**src/rtl/uart_tx_arbiter_if.sv**
```systemverilog
// rtl/uart_tx_arbiter_if.sv - requester lanes and UART TX handshake bundle for uart_tx_arbiter
interface uart_tx_arbiter_if #(
    parameter int NUM_REQ = 4
);
    logic [NUM_REQ-1:0]   req_valid;
    logic [8*NUM_REQ-1:0] req_data;
    logic [NUM_REQ-1:0]   req_last;
    logic [NUM_REQ-1:0]   req_ready;
    logic [NUM_REQ-1:0]   grant;
    logic                 tx_start;
    logic [7:0]           tx_data;
    logic                 tx_busy;

    // Environment side: requesters plus the UART serializer.
    modport master (
        output req_valid,
        output req_data,
        output req_last,
        output tx_busy,
        input  req_ready,
        input  grant,
        input  tx_start,
        input  tx_data
    );

    // Arbiter side.
    modport slave (
        input  req_valid,
        input  req_data,
        input  req_last,
        input  tx_busy,
        output req_ready,
        output grant,
        output tx_start,
        output tx_data
    );
endinterface

```
**src/rtl/uart_tx_arbiter.sv**
```systemverilog
// rtl/uart_tx_arbiter.sv - round-robin packet arbiter sharing one UART transmitter
// Grants whole packets, issues one tx_start per byte, aborts on a stalled requester or UART.
module uart_tx_arbiter #(
    parameter int NUM_REQ     = 4,
    parameter int ACK_TIMEOUT = 16
) (
    input  logic                       clk,
    input  logic                       reset_n,
    uart_tx_arbiter_if.slave           bus,
    output logic                       err_timeout,
    output logic [$clog2(NUM_REQ)-1:0] err_id,
    output logic                       arb_busy
);
    localparam int IW = $clog2(NUM_REQ);
    localparam int CW = $clog2(ACK_TIMEOUT);
    localparam logic [CW-1:0] CNT_LAST = CW'(ACK_TIMEOUT - 1);

    typedef enum logic [2:0] {
        S_IDLE,
        S_FETCH,
        S_START,
        S_WAIT_ACK,
        S_WAIT_DONE
    } state_t;

    state_t        state;
    state_t        state_next;
    logic [IW-1:0] ptr;
    logic [IW-1:0] owner;
    logic [IW-1:0] pick_idx;
    logic [IW-1:0] cand;
    logic          pick_found;
    logic [CW-1:0] cnt;
    logic [CW-1:0] cnt_inc;
    logic          cnt_hit;
    logic          cnt_en;
    logic          last_q;
    logic [7:0]    tx_data_q;
    logic [7:0]    own_data;
    logic          own_valid;
    logic          own_last;
    logic          grab;
    logic          accept;
    logic          abort;
    logic          pkt_done;

    function automatic logic [IW-1:0] wrap_add(input logic [IW-1:0] base, input int off);
        int sum;
        sum = int'(base) + off;
        if (sum >= NUM_REQ) sum = sum - NUM_REQ;
        return IW'(sum);
    endfunction

    // First requesting lane at or after ptr, wrapping around.
    always_comb begin
        pick_found = 1'b0;
        pick_idx   = '0;
        cand       = '0;
        for (int k = 0; k < NUM_REQ; k++) begin
            cand = wrap_add(ptr, k);
            if (!pick_found && bus.req_valid[cand]) begin
                pick_found = 1'b1;
                pick_idx   = cand;
            end
        end
    end

    always_comb begin
        own_data  = '0;
        own_valid = 1'b0;
        own_last  = 1'b0;
        for (int i = 0; i < NUM_REQ; i++) begin
            if (owner == IW'(i)) begin
                own_data  = bus.req_data[8*i +: 8];
                own_valid = bus.req_valid[i];
                own_last  = bus.req_last[i];
            end
        end
    end

    // Saturating counter; the abort fires on the cycle it would reach its last value.
    assign cnt_inc = (cnt == CNT_LAST) ? cnt : cnt + 1'b1;
    assign cnt_hit = (cnt_inc == CNT_LAST);

    always_comb begin
        state_next = state;
        grab       = 1'b0;
        accept     = 1'b0;
        abort      = 1'b0;
        pkt_done   = 1'b0;
        cnt_en     = 1'b0;
        case (state)
            S_IDLE: begin
                if (pick_found) begin
                    grab       = 1'b1;
                    state_next = S_FETCH;
                end
            end
            S_FETCH: begin
                if (own_valid) begin
                    accept     = 1'b1;
                    state_next = S_START;
                end else if (cnt_hit) begin
                    abort      = 1'b1;
                    state_next = S_IDLE;
                end else begin
                    cnt_en = 1'b1;
                end
            end
            S_START: begin
                state_next = S_WAIT_ACK;
            end
            S_WAIT_ACK: begin
                if (bus.tx_busy) begin
                    state_next = S_WAIT_DONE;
                end else if (cnt_hit) begin
                    abort      = 1'b1;
                    state_next = S_IDLE;
                end else begin
                    cnt_en = 1'b1;
                end
            end
            S_WAIT_DONE: begin
                if (!bus.tx_busy) begin
                    if (last_q) begin
                        pkt_done   = 1'b1;
                        state_next = S_IDLE;
                    end else begin
                        state_next = S_FETCH;
                    end
                end
            end
            default: begin
                state_next = S_IDLE;
            end
        endcase
    end

    // Grant and strobes decode straight from state so reset clears them immediately.
    always_comb begin
        bus.grant = '0;
        if (state != S_IDLE) bus.grant[owner] = 1'b1;
        bus.req_ready = (state == S_FETCH) ? bus.grant : '0;
    end

    assign bus.tx_start = (state == S_START);
    assign bus.tx_data  = tx_data_q;
    assign arb_busy     = (state != S_IDLE);

    always_ff @(posedge clk or negedge reset_n) begin
        if (!reset_n) begin
            state <= S_IDLE;
        end else begin
            state <= state_next;
        end
    end

    always_ff @(posedge clk or negedge reset_n) begin
        if (!reset_n) begin
            ptr         <= '0;
            owner       <= '0;
            cnt         <= '0;
            last_q      <= 1'b0;
            tx_data_q   <= '0;
            err_timeout <= 1'b0;
            err_id      <= '0;
        end else begin
            err_timeout <= abort;
            cnt         <= cnt_en ? cnt_inc : '0;
            if (grab) owner <= pick_idx;
            if (accept) begin
                tx_data_q <= own_data;
                last_q    <= own_last;
            end
            if (abort) err_id <= owner;
            if (abort || pkt_done) ptr <= wrap_add(owner, 1);
        end
    end
endmodule
```
**src/flat_wrapper.sv**
```systemverilog
// flat-port wrapper written by rule: the top's interface ports become plain ports
module uart_tx_arbiter_flat 
#(
    parameter int NUM_REQ     = 4,
    parameter int ACK_TIMEOUT = 16
)
  (clk, reset_n, err_timeout, err_id, arb_busy, bus_req_valid, bus_req_data, bus_req_last, bus_tx_busy, bus_req_ready, bus_grant, bus_tx_start, bus_tx_data);
  uart_tx_arbiter_if #(.NUM_REQ(NUM_REQ)) bus_i ();
  input  logic clk;
  input  logic reset_n;
  output logic err_timeout;
  output logic [$clog2(NUM_REQ)-1:0] err_id;
  output logic arb_busy;
  input wire logic [$bits(bus_i.req_valid)-1:0] bus_req_valid;
  input wire logic [$bits(bus_i.req_data)-1:0] bus_req_data;
  input wire logic [$bits(bus_i.req_last)-1:0] bus_req_last;
  input wire logic [$bits(bus_i.tx_busy)-1:0] bus_tx_busy;
  output wire logic [$bits(bus_i.req_ready)-1:0] bus_req_ready;
  output wire logic [$bits(bus_i.grant)-1:0] bus_grant;
  output wire logic [$bits(bus_i.tx_start)-1:0] bus_tx_start;
  output wire logic [$bits(bus_i.tx_data)-1:0] bus_tx_data;
  assign bus_i.req_valid = bus_req_valid;
  assign bus_i.req_data = bus_req_data;
  assign bus_i.req_last = bus_req_last;
  assign bus_i.tx_busy = bus_tx_busy;
  assign bus_req_ready = bus_i.req_ready;
  assign bus_grant = bus_i.grant;
  assign bus_tx_start = bus_i.tx_start;
  assign bus_tx_data = bus_i.tx_data;
  uart_tx_arbiter #(.NUM_REQ(NUM_REQ), .ACK_TIMEOUT(ACK_TIMEOUT)) u_core (.clk(clk), .reset_n(reset_n), .bus(bus_i), .err_timeout(err_timeout), .err_id(err_id), .arb_busy(arb_busy));
endmodule
```
**config.mk**
```make
export PLATFORM = sky130hd
export DESIGN_NAME = uart_tx_arbiter_flat
export DESIGN_NICKNAME = d
export VERILOG_FILES = /design/src/rtl/uart_tx_arbiter_if.sv /design/src/rtl/uart_tx_arbiter.sv /design/src/flat_wrapper.sv
export SDC_FILE = /design/constraint.sdc
export NUM_CORES = 1
export LEC_CHECK = 0
export BUFFER_PORTS_ARGS = -buffer_cell sky130_fd_sc_hd__buf_2
export CORE_MARGIN = 4
export CORE_UTILIZATION = 52
export CTS_CLUSTER_SIZE = 25
export DETAILED_ROUTE_END_ITERATION = 8
export PLACE_DENSITY = 0.85
export SLEW_MARGIN = 10
export SYNTH_ARGS = -nofsm -noshare
export SYNTH_HDL_FRONTEND = slang
export SYNTH_SLANG_ARGS = --single-unit
```
**constraint.sdc**
```tcl
create_clock -name clk -period 4.5 [get_ports clk]
set_input_delay 0.675 -clock clk [delete_from_list [all_inputs] [get_ports clk]]
set_output_delay 0.675 -clock clk [all_outputs]
set_load 0.01 [all_outputs]
```
==> out/qor_table.md <==
| Quantity | Value |
| --- | --- |
| Net count of the mapped netlist | 218 |
| HPWL after DPL | 3.17 mm |
| Max-cap violation count | 0 |
| Number of synthesized register bits | 23 |
| Capturing element of the worst setup path | u_core.bus.tx_data[6] |
| Number of buffers inserted for hold repair after clock tree synthesis | 0 |
| Number of DRC markers after the initial detailed-route iteration | 89 |
| Min setup slack post-route | 1.54 ns |
| CP Class | flop to flop |
| Area of the core | 2850 um2 |
| Number of cells upsized or downsized after cts | 0 |
| First-pass GRT wire length | 6.66 mm |
| Critical path origin | u_core.owner[0] |
| Global route overflow | 0 |
| Crit path capture type | flop |
| Count of buffers from port buffering | 63 |
| Part of the Yosys area used for sequential elements | 0.357 |
| Static leakage power | 0.000955 uW |
| Crit path arrival time | 3.16 ns |
| Total inserted antenna cells | 0 |
| Worst Setup Slack post-DPL | 1.57 ns |
| Pin count of the biggest net entering global routing | 24 |
| Syn Std Cell Area | 1610 um2 |
| Crit-path max FO | 23 |
| Syn-to-layout area delta | 21.4% |
| TritonCTS clock tree | done |
| Post-DR wirelength/cell | 15.6 um |
| Post-CTS clock slew at the launch and capture registers of the worst setup and hold paths | 0.12 ns |
| Reg2reg start | u_core.owner[0] |
| Worst reg2reg path endpoint | u_core.bus.tx_data[6] |
| Pin slew with the least headroom to its limit | 0.946 ns |
| Die area | 4050 um2 |
| Clock root cell | sky130_fd_sc_hd__clkbuf_4 |
| Gate count of the mapped netlist | 170 |
| Aggregate global-route resource usage | 0.206 |
| Final Setup Violations | 0 |
| Residual DRC count | 0 |
| Initial core utilization | 0.565 |
| Number of CTS-inserted buffers | 3 |
| Post-DR vias/cell | 6.02 |
| Site row count | 19 |
| Initial antenna violation count | 0 |
| Warnings from Yosys | 0 |
| Number of slew-limit violations in the final report | 0 |
| Postcts setup bufs | 0 |
| Flop2flop setup slack | 1.54 ns |
| Count of antenna-violating nets left after detailed routing | 0 |
| DIE WIDTH | 63.7 um |
| Post-synth ARST share | 1.00 |
| Final critical-path share of the clock period | 0.657 |
| Clk Latency, worst-skew pair | 0.31 ns |
| Synthesized area divided by synthesized cell count | 9.48 um2 |
| NumNets Final | 278 |
| Weighted congestion reported at the end of routability-driven placement | 0.831 |
| Primary flip-flop cell chosen by synthesis mapping | sky130_fd_sc_hd__dfrtp_1 |
| Max-Slew Margin vs Limit | 0.368 |
| Fraction of final layout cells with drive strength greater than 1 | 0.314 |
| Highest Clock Rate | 338 MHz |
| Class of the worst hold path | primary input to async pin |
| Floorplan die height | 63.7 um |
| Worst Reg-to-Reg Cells | 6 |
| Data required, critical path | 4.70 ns |
| Number of clock sinks | 23 |
| Top-Level Pins | 64 |
| Run status | completed |
| Post-synth EDFFs | 0 |
| Time the worst path needs with I/O delays and setup | 2.96 ns |
| Largest voltage drop on the vdd net | 0.000267 V |
| Number of global-route vias before repair | 1451 |
| Total count of hold-check failures in the final report | 0 |
| DRT Wirelength | 4.05 mm |
| Maximum root-to-sink buffer count | 2 |
| Via count | 1565 |
| Total negative setup slack | 0 ns |
| Number of H-tree branching levels | 1 |
| Power per standard cell area | 569 nW/um2 |
| Unrepaired setup endpoints after global routing | no |
| Drt first pass iters | 4 |
| Number of inserted filler cells in the final layout | 240 |
| Startpoint class of the critical path | flop |
| Netlist cell types | 43 |
| Final setup skew | 0.00665 ns |
==> power by group <==
group	switching, uW	total (uW)	internal, uW
clock	60.6	95.3	34.6
sequential	77.6	356	279
combinational	363	661	298
==> metrics by stage <==
step | instance area [um2] | util | cells | hold slack [ns] | total power [uW]
finish | 1960 | 0.686 | 260 | 0.309 | 1110
detailed placement | 1930 | 0.677 | 256 | 0.461 | 1020
global route | 1960 | 0.686 | 260 | 0.333 | 1210
global placement | 1930 | 0.677 | 256 | 0.458 | 1000
CTS | 1960 | 0.686 | 260 | 0.330 | 1120
floorplan | 1610 | - | 170 | 0.379 | 824
==> placed cells by master, fill, tap and decap left out, types with 5 or more instances in the layout <==
master / synthesis / routed
sky130_fd_sc_hd__buf_2: 1 / 63
sky130_fd_sc_hd__dfrtp_1: 23 / 23
sky130_fd_sc_hd__nor2b_1: 16 / 16
sky130_fd_sc_hd__nand2_1: 13 / 13
sky130_fd_sc_hd__a221oi_1: 11 / 11
sky130_fd_sc_hd__o31ai_1: 9 / 9
sky130_fd_sc_hd__mux2_1: 9 / 9
sky130_fd_sc_hd__nor2_1: 8 / 8
sky130_fd_sc_hd__a21oi_1: 7 / 7
sky130_fd_sc_hd__inv_1: 5 / 5
sky130_fd_sc_hd__nand3b_1: 5 / 5
sky130_fd_sc_hd__o21ai_0: 5 / 5
sky130_fd_sc_hd__and2_1: 5 / 5
sky130_fd_sc_hd__nand2b_1: 5 / 5
sky130_fd_sc_hd__ha_1: 5 / 5
==> registers in the layout, indices dropped and copies added (netlist names) <==
name	flops
u_core.owner	2
u_core.last_q	1
u_core.err_id	2
u_core.err_timeout	1
u_core.ptr	2
u_core.cnt	4
u_core.bus.tx_data	8
u_core.state	3
==> routing by layer <==
metal  routed length [um]  vias to the layer above  part of all wire  GRT usage
met1                 1730                      752              0.43      0.270
met5                    0                        -                 0          0
met4                   40                        0            0.0099     0.0431
met3                  233                        4             0.058     0.0515
li1                     -                      758                 -          -
met2                 2050                       51              0.51      0.342
==> area by class of cell <==
class	instances	area (um2)	area share
Multi-Input combinational cell	134	982	0.502
Timing Repair Buffer	63	315	0.161
Inverter	5	18.8	0.00959
Clock buffer	4	26.3	0.0134
Sequential cell	23	576	0.294
Tap cell	31	38.8	0.0198
==> worst max-delay path: stages, from the launching register on <==
cell and delay [ns]:
sky130_fd_sc_hd__dfrtp_1 0.45, sky130_fd_sc_hd__inv_1 0.14, sky130_fd_sc_hd__ha_1 0.59, sky130_fd_sc_hd__a21oi_1 0.12, sky130_fd_sc_hd__a221o_1 0.42, sky130_fd_sc_hd__a21boi_1 0.74, sky130_fd_sc_hd__mux2_1 0.39
==> synthesized netlist by cell type (all sizes together), types with 2 or more instances <==
library cell	instances	share of area
o31ai	9	0.042
and3b	2	0.011
a221o	2	0.012
inv	5	0.012
nand3b	5	0.023
and2	5	0.019
mux2i	3	0.019
buf	2	0.0078
a2111oi	2	0.019
nand2b	5	0.019
nand3	2	0.0062
nand2	13	0.030
clkbuf	6	0.014
nor2b	17	0.068
dfrtp	23	0.36
nor2	8	0.019
mux2	11	0.077
a221oi	11	0.060
o21ai	5	0.016
o211ai	4	0.022
nor3b	2	0.0093
a21oi	7	0.022
ha	5	0.039
==> cells by family (layout without fill, tap and decap cells) <==
logic type	count (synthesis)	in the layout	synth area share
AO/OA/AOI/OAI	48	48	0.233
XOR/XNOR	2	2	0.0109
adder cells (fa/ha/maj)	5	5	0.0388
buffers and inverters	13	72	0.0334
flip-flops	23	23	0.357
multiplexers	14	14	0.0955
AND/OR/NAND/NOR	65	65	0.231
==> worst min path at each step <==
stage | from | endpoint | slack, ns | depth (start not counted)
finish | reset_n | u_core.err_id[0] | 0.31 | 1
global route | reset_n | u_core.state[2] | 0.33 | 1
CTS | reset_n | u_core.err_id[0] | 0.33 | 1
detailed placement | u_core.err_id[0] | u_core.err_id[0] | 0.46 | 1
global placement | u_core.err_id[0] | u_core.err_id[0] | 0.46 | 1
floorplan | reset_n | u_core.bus.tx_data[0] | 0.38 | 0
Power figures use the tool's default switching activity.
